### config.mk
export PLATFORM = sky130hd
export DESIGN_NAME = gmii_tx_mac
export DESIGN_NICKNAME = d
export VERILOG_FILES = /design/src/rtl/eth_pkg.sv /design/src/rtl/crc32_d8.sv /design/src/rtl/gmii_tx_mac.sv
export SDC_FILE = /design/constraint.sdc
export NUM_CORES = 1
export LEC_CHECK = 0
export BUFFER_PORTS_ARGS = -buffer_cell sky130_fd_sc_hd__buf_2
export CAP_MARGIN = 5
export CORE_MARGIN = 2
export CORE_UTILIZATION = 55
export CTS_BUF_LIST = sky130_fd_sc_hd__clkbuf_4 sky130_fd_sc_hd__clkbuf_8 sky130_fd_sc_hd__clkbuf_16
export DETAILED_ROUTE_END_ITERATION = 10
export PLACE_DENSITY = 0.82
export SYNTH_ARGS = -nofsm -noshare
export SYNTH_HDL_FRONTEND = slang
export SYNTH_SLANG_ARGS = --single-unit
export TNS_END_PERCENT = 10
### constraint.sdc
create_clock -name clk -period 3.4 [get_ports clk]
set_input_delay 0.68 -clock clk [delete_from_list [all_inputs] [get_ports clk]]
set_output_delay 0.68 -clock clk [all_outputs]
set_load 0.01 [all_outputs]
### src/rtl/eth_pkg.sv
// Shared Ethernet constants and the GMII transmit state encoding.
package eth_pkg;
    localparam logic [7:0]  PREAMBLE_BYTE   = 8'h55;
    localparam logic [7:0]  SFD_BYTE        = 8'hD5;
    localparam logic [31:0] CRC32_POLY_REFL = 32'hEDB88320;
    localparam logic [31:0] CRC32_INIT      = 32'hFFFFFFFF;
    localparam logic [31:0] CRC32_RESIDUE   = 32'hDEBB20E3;

    typedef enum logic [2:0] {
        S_IDLE,
        S_PRE,
        S_SFD,
        S_DATA,
        S_PAD,
        S_FCS,
        S_IFG
    } tx_state_t;
endpackage

### src/rtl/crc32_d8.sv
// Byte-wide reflected CRC-32 next-state function, shared by the TX MAC and RX checker.
module crc32_d8
    import eth_pkg::*;
(
    input  logic [31:0] crc,
    input  logic [7:0]  data,
    output logic [31:0] crc_next
);
    always_comb begin
        crc_next = crc ^ {24'h000000, data};
        for (int i = 0; i < 8; i++) begin
            crc_next = crc_next[0] ? ((crc_next >> 1) ^ CRC32_POLY_REFL) : (crc_next >> 1);
        end
    end
endmodule

### src/rtl/gmii_tx_mac.sv
// GMII transmit MAC: preamble/SFD, FIFO payload, zero pad, optional FCS and enforced IFG.
module gmii_tx_mac
    import eth_pkg::*;
#(
    parameter int PREAMBLE_LEN = 7,
    parameter int IFG_LEN      = 12,
    parameter int MIN_FRAME    = 60,
    parameter int APPEND_FCS   = 1,
    parameter int LEN_W        = 11,
    parameter int SYNC_STAGES  = 3
) (
    input  logic             clk,
    input  logic             rst,
    input  logic [7:0]       fifo_data,
    input  logic             fifo_empty,
    output logic             fifo_rd,
    input  logic [LEN_W-1:0] len,
    input  logic             len_req,
    output logic             len_ack,
    output logic [7:0]       gmii_tx_data,
    output logic             gmii_tx_en,
    output logic             gmii_tx_er,
    output logic             busy,
    output logic             underflow
);
    localparam int PRE_W = (PREAMBLE_LEN > 1) ? $clog2(PREAMBLE_LEN) : 1;
    localparam int PAD_W = (MIN_FRAME > 1) ? $clog2(MIN_FRAME) : 1;
    localparam int IFG_W = (IFG_LEN > 1) ? $clog2(IFG_LEN) : 1;
    localparam logic [PRE_W-1:0] PRE_TOP = PRE_W'(PREAMBLE_LEN - 1);
    localparam logic [PAD_W-1:0] PAD_TOP = PAD_W'((MIN_FRAME > 0) ? MIN_FRAME - 1 : 0);
    localparam logic [IFG_W-1:0] IFG_TOP = IFG_W'(IFG_LEN - 1);
    localparam logic [LEN_W-1:0] MIN_L   = LEN_W'(MIN_FRAME);
    localparam tx_state_t        TAIL    = (APPEND_FCS != 0) ? S_FCS : S_IFG;

    tx_state_t              state;
    logic [SYNC_STAGES-1:0] req_sync;
    logic                   req_s;
    logic [LEN_W-1:0]       len_r;
    logic [LEN_W-1:0]       remaining;
    logic [PRE_W-1:0]       pre_cnt;
    logic [PAD_W-1:0]       pad_cnt;
    logic [IFG_W-1:0]       ifg_cnt;
    logic [1:0]             fcs_cnt;
    logic                   uf_seen;
    logic [31:0]            crc;
    logic [31:0]            crc_next;
    logic [7:0]             crc_in;
    logic [7:0]             fcs_byte;
    logic                   pad_needed;

    assign req_s      = req_sync[SYNC_STAGES-1];
    assign busy       = (state != S_IDLE);
    assign fifo_rd    = !rst && (state == S_DATA) && !fifo_empty && (remaining != '0);
    assign crc_in     = (state == S_PAD) ? 8'h00 : fifo_data;
    assign pad_needed = (len_r < MIN_L);
    // fcs_cnt counts 3..0, so ~fcs_cnt selects bytes 0..3 of ~crc (LSB first).
    assign fcs_byte   = 8'((~crc) >> {~fcs_cnt, 3'b000});

    crc32_d8 u_crc (
        .crc      (crc),
        .data     (crc_in),
        .crc_next (crc_next)
    );

    always_ff @(posedge clk) begin
        if (rst) begin
            state        <= S_IDLE;
            req_sync     <= '0;
            len_ack      <= 1'b0;
            gmii_tx_data <= 8'h00;
            gmii_tx_en   <= 1'b0;
            gmii_tx_er   <= 1'b0;
            underflow    <= 1'b0;
            uf_seen      <= 1'b0;
            remaining    <= '0;
            pre_cnt      <= '0;
            pad_cnt      <= '0;
            ifg_cnt      <= '0;
            fcs_cnt      <= '0;
        end else begin
            req_sync     <= {req_sync[SYNC_STAGES-2:0], len_req};
            gmii_tx_data <= 8'h00;
            gmii_tx_en   <= 1'b0;
            gmii_tx_er   <= 1'b0;
            underflow    <= 1'b0;
            if (!req_s) len_ack <= 1'b0;

            case (state)
                S_IDLE: begin
                    // A zero-length request is acknowledged but never leaves IDLE.
                    if (req_s && !len_ack) begin
                        len_ack   <= 1'b1;
                        len_r     <= len;
                        remaining <= len;
                        uf_seen   <= 1'b0;
                        pre_cnt   <= PRE_TOP;
                        if (len != '0) state <= S_PRE;
                    end
                end
                S_PRE: begin
                    gmii_tx_en   <= 1'b1;
                    gmii_tx_data <= PREAMBLE_BYTE;
                    if (pre_cnt == '0) state <= S_SFD;
                    else pre_cnt <= pre_cnt - 1'b1;
                end
                S_SFD: begin
                    gmii_tx_en   <= 1'b1;
                    gmii_tx_data <= SFD_BYTE;
                    crc          <= CRC32_INIT;
                    pad_cnt      <= PAD_TOP - len_r[PAD_W-1:0];
                    fcs_cnt      <= 2'd3;
                    ifg_cnt      <= IFG_TOP;
                    state        <= S_DATA;
                end
                S_DATA: begin
                    gmii_tx_en <= 1'b1;
                    if (fifo_rd) begin
                        gmii_tx_data <= fifo_data;
                        crc          <= crc_next;
                        remaining    <= remaining - 1'b1;
                        if (remaining == LEN_W'(1)) state <= pad_needed ? S_PAD : TAIL;
                    end else begin
                        // Stall: byte count and CRC hold, the cycle is marked as an error.
                        gmii_tx_er <= 1'b1;
                        underflow  <= !uf_seen;
                        uf_seen    <= 1'b1;
                    end
                end
                S_PAD: begin
                    gmii_tx_en <= 1'b1;
                    crc        <= crc_next;
                    if (pad_cnt == '0) state <= TAIL;
                    else pad_cnt <= pad_cnt - 1'b1;
                end
                S_FCS: begin
                    gmii_tx_en   <= 1'b1;
                    gmii_tx_data <= fcs_byte;
                    if (fcs_cnt == 2'd0) state <= S_IFG;
                    else fcs_cnt <= fcs_cnt - 1'b1;
                end
                S_IFG: begin
                    if (ifg_cnt == '0) state <= S_IDLE;
                    else ifg_cnt <= ifg_cnt - 1'b1;
                end
                default: state <= S_IDLE;
            endcase
        end
    end
endmodule

* Word-level counts from Yosys, hierarchy flattened *
Cells that the tools add are included.

storage, ports and cells
  register bits = 88
  bits in latches = 0
  bits in writable memories = 0
  memory bits (read-only) = 0
  bits of input ports = 23
  output and inout port bits = 14
  logic and storage cells = 133
  memories kept = 0

operators by class
  $add $sub $neg = 6
  $mul = 0
  div/mod/pow operators = 0
  magnitude comparators = 1
  eq/ne operators = 20
  shift operators = 1
  multiplexer cells = 43
  bitwise operators = 13
  reduce and logical (&&, ||, !) cells = 34

operator list
  operator                                              count
  2-to-1 mux 32 bit                                     9
  inverter 13 -> 14 bit                                 8
  one-hot mux 32 bit (3 select lines)                   1
  inverter 32 bit                                       1
  one-hot mux 8 bit (4 select lines)                    1
  right shift 32 x 5 -> 8 bit                           1
  bitwise XOR 32 x 8 -> 32 bit                          1
  2-to-1 mux 3 bit                                      10
  2-to-1 mux 11 bit                                     2
  != test 2 bit (second input constant)                 11
  one-hot mux 11 bit (2 select lines)                   1
  nonzero test 11 bit                                   2
  one-hot mux 3 bit (7 select lines)                    1
  2-to-1 mux 8 bit                                      2
  AND reduction 3 bit                                   5
  one-hot mux 6 bit (2 select lines)                    1
  == test 11 x 1 -> 1 bit (second input constant)       1
  < comparator 11 x 6 -> 1 bit (second input constant)  1
  subtractor 11 x 1 -> 11 bit (second input constant)   1
  nonzero test 2 bit                                    5
  == test 3 bit (second input constant)                 3
  2-to-1 mux 1 bit                                      8
  one-hot mux 4 bit (2 select lines)                    1
  AND reduction 8 bit                                   1
  other kinds (27)                                      40

* Depth between registers and ports, before layout *
  word-level depth = 21
  gate-level depth with buffers = 10
  depth with buffers taken out = 9

* By module *
Synthesis repeated with hierarchy kept, for this count alone.

unflattened totals
  cells, all modules = 476
  area total of the unflattened synthesis = 5,203.7 um^2

modules (own cells, without submodules)
  module       instances  cells each  area each (um^2)  sequential area each (um^2)
  gmii_tx_mac  1          413         4,260.3           2,192.1
  crc32_d8     1          63          943.4             0.0

* Worst setup path after synthesis *
No wires, ideal clock.

  path kind = flip-flop to flip-flop
  from = register state[1]
  to = register crc[0], enable pin
  setup time = 0.432 ns
  data arrival time = 3.253 ns
  data required time = 2.968 ns
  setup slack = -0.285 ns
  stages on the path, launching flop included = 7
  buffers on the path = 1
  clock period less this slack = 3.685 ns
  path through = dfxtp_1 > nand2b_1 > or2_2 > clkbuf_1 > a2111oi_0 > o21bai_1 > a21oi_1

between the ends
  word-level cells in the longest chain between the ends = 6

RTL lines
  what                             RTL line                              source
  start: declaration               gmii_tx_mac.sv:35                     tx_state_t state;
  start signal: assignment         gmii_tx_mac.sv:121                    if (remaining == LEN_W'(1)) state <= pad_needed ? S_PAD : TAIL;
  == test 3 x 2 -> 1 bit           gmii_tx_mac.sv:53, gmii_tx_mac.sv:88
  logical AND 1 bit (3 in a row)   gmii_tx_mac.sv:53                     assign fifo_rd = !rst && (state == S_DATA) && !fifo_empty && (remaining != '0);
  != test 2 bit (no line)          -
  AND reduction 3 bit (no line) *  -
  end signal: assignment           gmii_tx_mac.sv:119                    crc <= crc_next;
  end signal: assignment           gmii_tx_mac.sv:131                    crc <= crc_next;
  end: declaration                 gmii_tx_mac.sv:45                     logic [31:0] crc;

Mark *: on every way between the ends. The rest lies on a longest branch, timed or not.
A chain may end at the register's enable or synchronous reset.

* Worst setup path after layout *
  from = register state[1]
  to = output port fifo_rd

between the ends
  word-level cells in the longest chain between the ends = 4

RTL lines
  what                            RTL line           source
  == test 3 x 2 -> 1 bit          gmii_tx_mac.sv:53
  logical AND 1 bit (3 in a row)  gmii_tx_mac.sv:53
  end: declaration                gmii_tx_mac.sv:16  output logic fifo_rd,

No other way between the ends.

==> metrics.log <==
INFO  metric outcome = completed
INFO  metric synth_seq_cells = 88
INFO  metric post-route-cell-area = 5390 um^2
INFO  metric worst-setup-path-type = reg2out
INFO  metric floorplan.rows = 34
INFO  metric buffer_count_from_post_cts_setup_fixing = 0
INFO  metric rrSetupSlack = 0.37 ns
INFO  metric routed-via-count = 3909
INFO  metric synthDominantCellAreaShare = 26.6%
INFO  metric filler_cells = 708
INFO  metric worstHoldPathType = reg2reg
INFO  metric gpl.final_weighted_congestion = 0.916
INFO  metric timing.critical_path.arrival = 2.37 ns
INFO  metric crit_family = flip-flops
INFO  metric clk_latency = 0.36 ns
INFO  metric drive_above_1_share = 16.1%
INFO  metric ys.flop_type = dfxtp_1
INFO  metric clk_root_buffer_cell = clkbuf_8
INFO  metric area_overhead_of_the_layout_relative_to_synthesis = 11.2%
INFO  metric cap_viol_max_count = 0
INFO  metric yosysUniqueCellTypes = 49
INFO  metric hpwlAfterDp = 8010 um
INFO  metric ys_seq_area_share = 45.2%
INFO  metric final-hold-violation-count = 0
INFO  metric slew-limit-headroom = 41.4%
INFO  metric vdd_ir_drop_max = 0.000310 V
INFO  metric synth-simple-area-share = 17.6%
INFO  metric cts.hold.buffers_added = 0
INFO  metric start_util = 56.2%
INFO  metric grt_overflow_total = 0
INFO  metric crit_start_category = flip-flop
INFO  metric drt-vias-per-instance = 6.02
INFO  metric vias_in_the_first_global_route = 3827
INFO  metric postCtsResizedCells = 0
INFO  metric synth_cells = 501
INFO  metric worst_path_largest_cell_delay = 0.61 ns
INFO  metric cp_slowest_cell = dfxtp_1
INFO  metric clock_tree.buffer_depth = 2
INFO  metric number_of_synthesis_warnings = 0
INFO  metric avgSynthCellArea = 9.68 um^2
INFO  metric number_of_synthesized_flops_with_an_enable_pin = 43
INFO  metric remaining_drc_errors = 0
INFO  metric pin_count = 37
INFO  metric syn_area = 4850 um^2
INFO  metric number_of_antenna_violations_at_the_first_check_in_global_routing = 0
INFO  metric dominant_combinational_cell_family_by_area_after_synthesis = simple AND/OR/NAND/NOR gates
INFO  metric tritoncts = built
INFO  metric port_buffers = 36
INFO  metric endpoint_required_time_on_the_critical_path = 2.72 ns
INFO  metric n_antenna_cell = 0
INFO  metric post_synth_xor_area_fraction = 15.0%
INFO  metric clock.fmax = 328 MHz
INFO  metric final_max_slew_viol_count = 0
INFO  metric grt_max_degree = 43
INFO  metric clock_sinks = 88
INFO  metric post_synth_fa_ha_maj_area_fraction = 2.32%
INFO  metric drt-wirelength-per-cell = 17.6 um
INFO  metric synth_top_cells_by_area = edfxtp_1, dfxtp_1, xnor2_1
INFO  metric ctsHtreeMaxLevel = 3
INFO  metric final.period_utilization = 89.7%
INFO  metric grt_pass1_wl = 19000 um
INFO  metric die_h = 97.9 um
INFO  metric fin_crit = 3.05 ns
INFO  metric crit_path_cell_trace = nand2b_1 > or2_2 > a2111oi_2 > buf_4 > buf_2
INFO  metric firstDrtPassIters = 5
INFO  metric rsz0062_at_grt = no
INFO  metric worst_max_slew_pin_slew = 0.873 ns
INFO  metric synth.largest_area_cell = edfxtp_1
INFO  metric ant_nets = 0
INFO  metric clkTransAtPathRegs = 0.09 ns
INFO  metric floorplan.die.width = 97.9 um
INFO  metric cp.buffers_inverters = 2
INFO  metric globalRouteTotalUtil = 24.7%
INFO  metric wirelength = 11400 um
INFO  metric drtIter0Drc = 341
INFO  metric synth_mux_area_share = 4.33%
INFO  metric die_area = 9590 um^2
INFO  metric ys_async_sr_fraction = 0%
INFO  metric synth-compound-area-share = 12.1%
INFO  metric setup-tns-final = 0 ns
INFO  metric layout.nets = 568
INFO  metric placement.cell_area = 5170 um^2
INFO  metric power_density = 508 nW/um^2
INFO  metric total_nets_after_synthesis = 533
INFO  metric final_setup_violation_count = 0
INFO  metric floorplan_core_area = 8640 um^2
INFO  metric critical_path.endpoint_type = output pin
INFO  metric critPathMaxFanout = 16
INFO  metric leakagePower = 1.84 nW
INFO  metric tritoncts_buffers = 9
INFO  metric finalClockSkew = 0.0112 ns
INFO  metric fin_util = 62.5%
-- cell usage after synthesis, drive strengths merged, types with 3 or more instances --
cell type,instances
nand2,58
nor2,58
dfxtp,45
xnor2,44
edfxtp,43
xor2,32
o21ai,25
clkbuf,22
a21oi,20
nor3,18
a211oi,15
inv,14
a22oi,9
ha,9
mux4,8
nand2b,7
nor2b,7
nor4,7
a31oi,6
nand3,6
buf,5
or2,5
nor3b,4
and2,3
mux2i,3
o31ai,3
o41ai,3
-- per-layer routing --
layer,share of wire [%],track usage (%),up-vias
met5,0,0,-
met4,2.3,9.72,0
met3,7.1,4.15,21
met2,48,38.7,186
met1,43,34.5,1879
li1,-,-,1823
-- worst reg2reg max path, delay by kind of cell, from the launching register on --
family           cells  cell delay (ns)
AO/OA/AOI/OAI        1             0.37
XOR/XNOR             4             1.16
flip-flops           1             0.55
AND/OR/NAND/NOR      2             0.70
-- placed cells by master (no fill, tap or decap), types with 3 or more instances in the layout --
cell type | synthesis | final
inv_1 | 14 | 14
o41ai_1 | 3 | 3
edfxtp_1 | 43 | 43
or2_2 | 5 | 5
nor2_1 | 58 | 58
clkbuf_8 | 0 | 9
a31oi_1 | 6 | 6
a22oi_1 | 9 | 9
o31ai_1 | 3 | 3
xnor2_1 | 43 | 43
mux4_2 | 8 | 8
dfxtp_1 | 45 | 45
a211oi_1 | 13 | 13
nand3_1 | 6 | 6
buf_4 | 0 | 15
nor4_1 | 7 | 7
buf_2 | 1 | 36
nand2_1 | 58 | 58
ha_1 | 9 | 9
nand2b_1 | 7 | 7
and2_1 | 3 | 3
nor3b_1 | 4 | 4
nor3_1 | 18 | 18
o21ai_0 | 25 | 25
mux2i_1 | 3 | 3
a21oi_1 | 20 | 19
xor2_1 | 31 | 31
clkinvlp_4 | 0 | 3
nor2b_1 | 7 | 7
-- report_power, final --
part | internal (W) | switching (W) | total, W
sequential | 0.00117 | 0.0000612 | 0.00123
combinational | 0.000298 | 0.000420 | 0.000718
clock | 0.000392 | 0.000399 | 0.000790
total | 0.00186 | 0.000880 | 0.00274
-- sequential cells by signal, indices dropped and copies added, names as in the netlist --
register and cells:
req_sync 3, gmii_tx_er 1, len_ack 1, remaining 11
pad_cnt 6, uf_seen 1, underflow 1, ifg_cnt 4
state 3, len_r 11, gmii_tx_en 1, gmii_tx_data 8
pre_cnt 3, fcs_cnt 2, crc 32
-- cells by family (layout without fill, tap and decap cells) --
| family | count (synthesis) | in the layout |
|---|---|---|
| compound gates | 90 | 90 |
| xor+xnor | 78 | 78 |
| fa+ha+maj | 9 | 9 |
| buf+inv | 41 | 81 |
| flops | 88 | 88 |
| mux | 11 | 11 |
| simple gates | 184 | 184 |
-- stage by stage --
stage,std cells,hold slack (ns),total power (W),setup WS (ns)
after floorplan,501,0.392,0.00178,0.313
after global placement,633,0.400,0.00193,0.518
after detailed placement,633,0.418,0.00196,0.402
after CTS,649,0.435,0.00274,0.379
after global routing,649,0.455,0.00287,0.164
final,649,0.430,0.00274,0.352
-- final timing paths --
path         cells after the start     start   endpoint
max                              5  state[1]    fifo_rd
min                              1   uf_seen  underflow
max reg2reg                      7  state[2]    crc[19]
min reg2reg                      1   uf_seen  underflow
-- cell type report --
cell class                      instances  area [um^2]  share of cell area (%)
Multi-Input combinational cell        372         2500                    46.3
Timing Repair Buffer                   51          293                    5.43
Sequential cell                        88         2190                    40.6
Inverter                               14         52.6                   0.974
Clock buffer                           10          149                    2.76
Clock inverter                          6         72.6                    1.35
Tap cell                              108          135                    2.51
(Power assumes the default switching activity.)
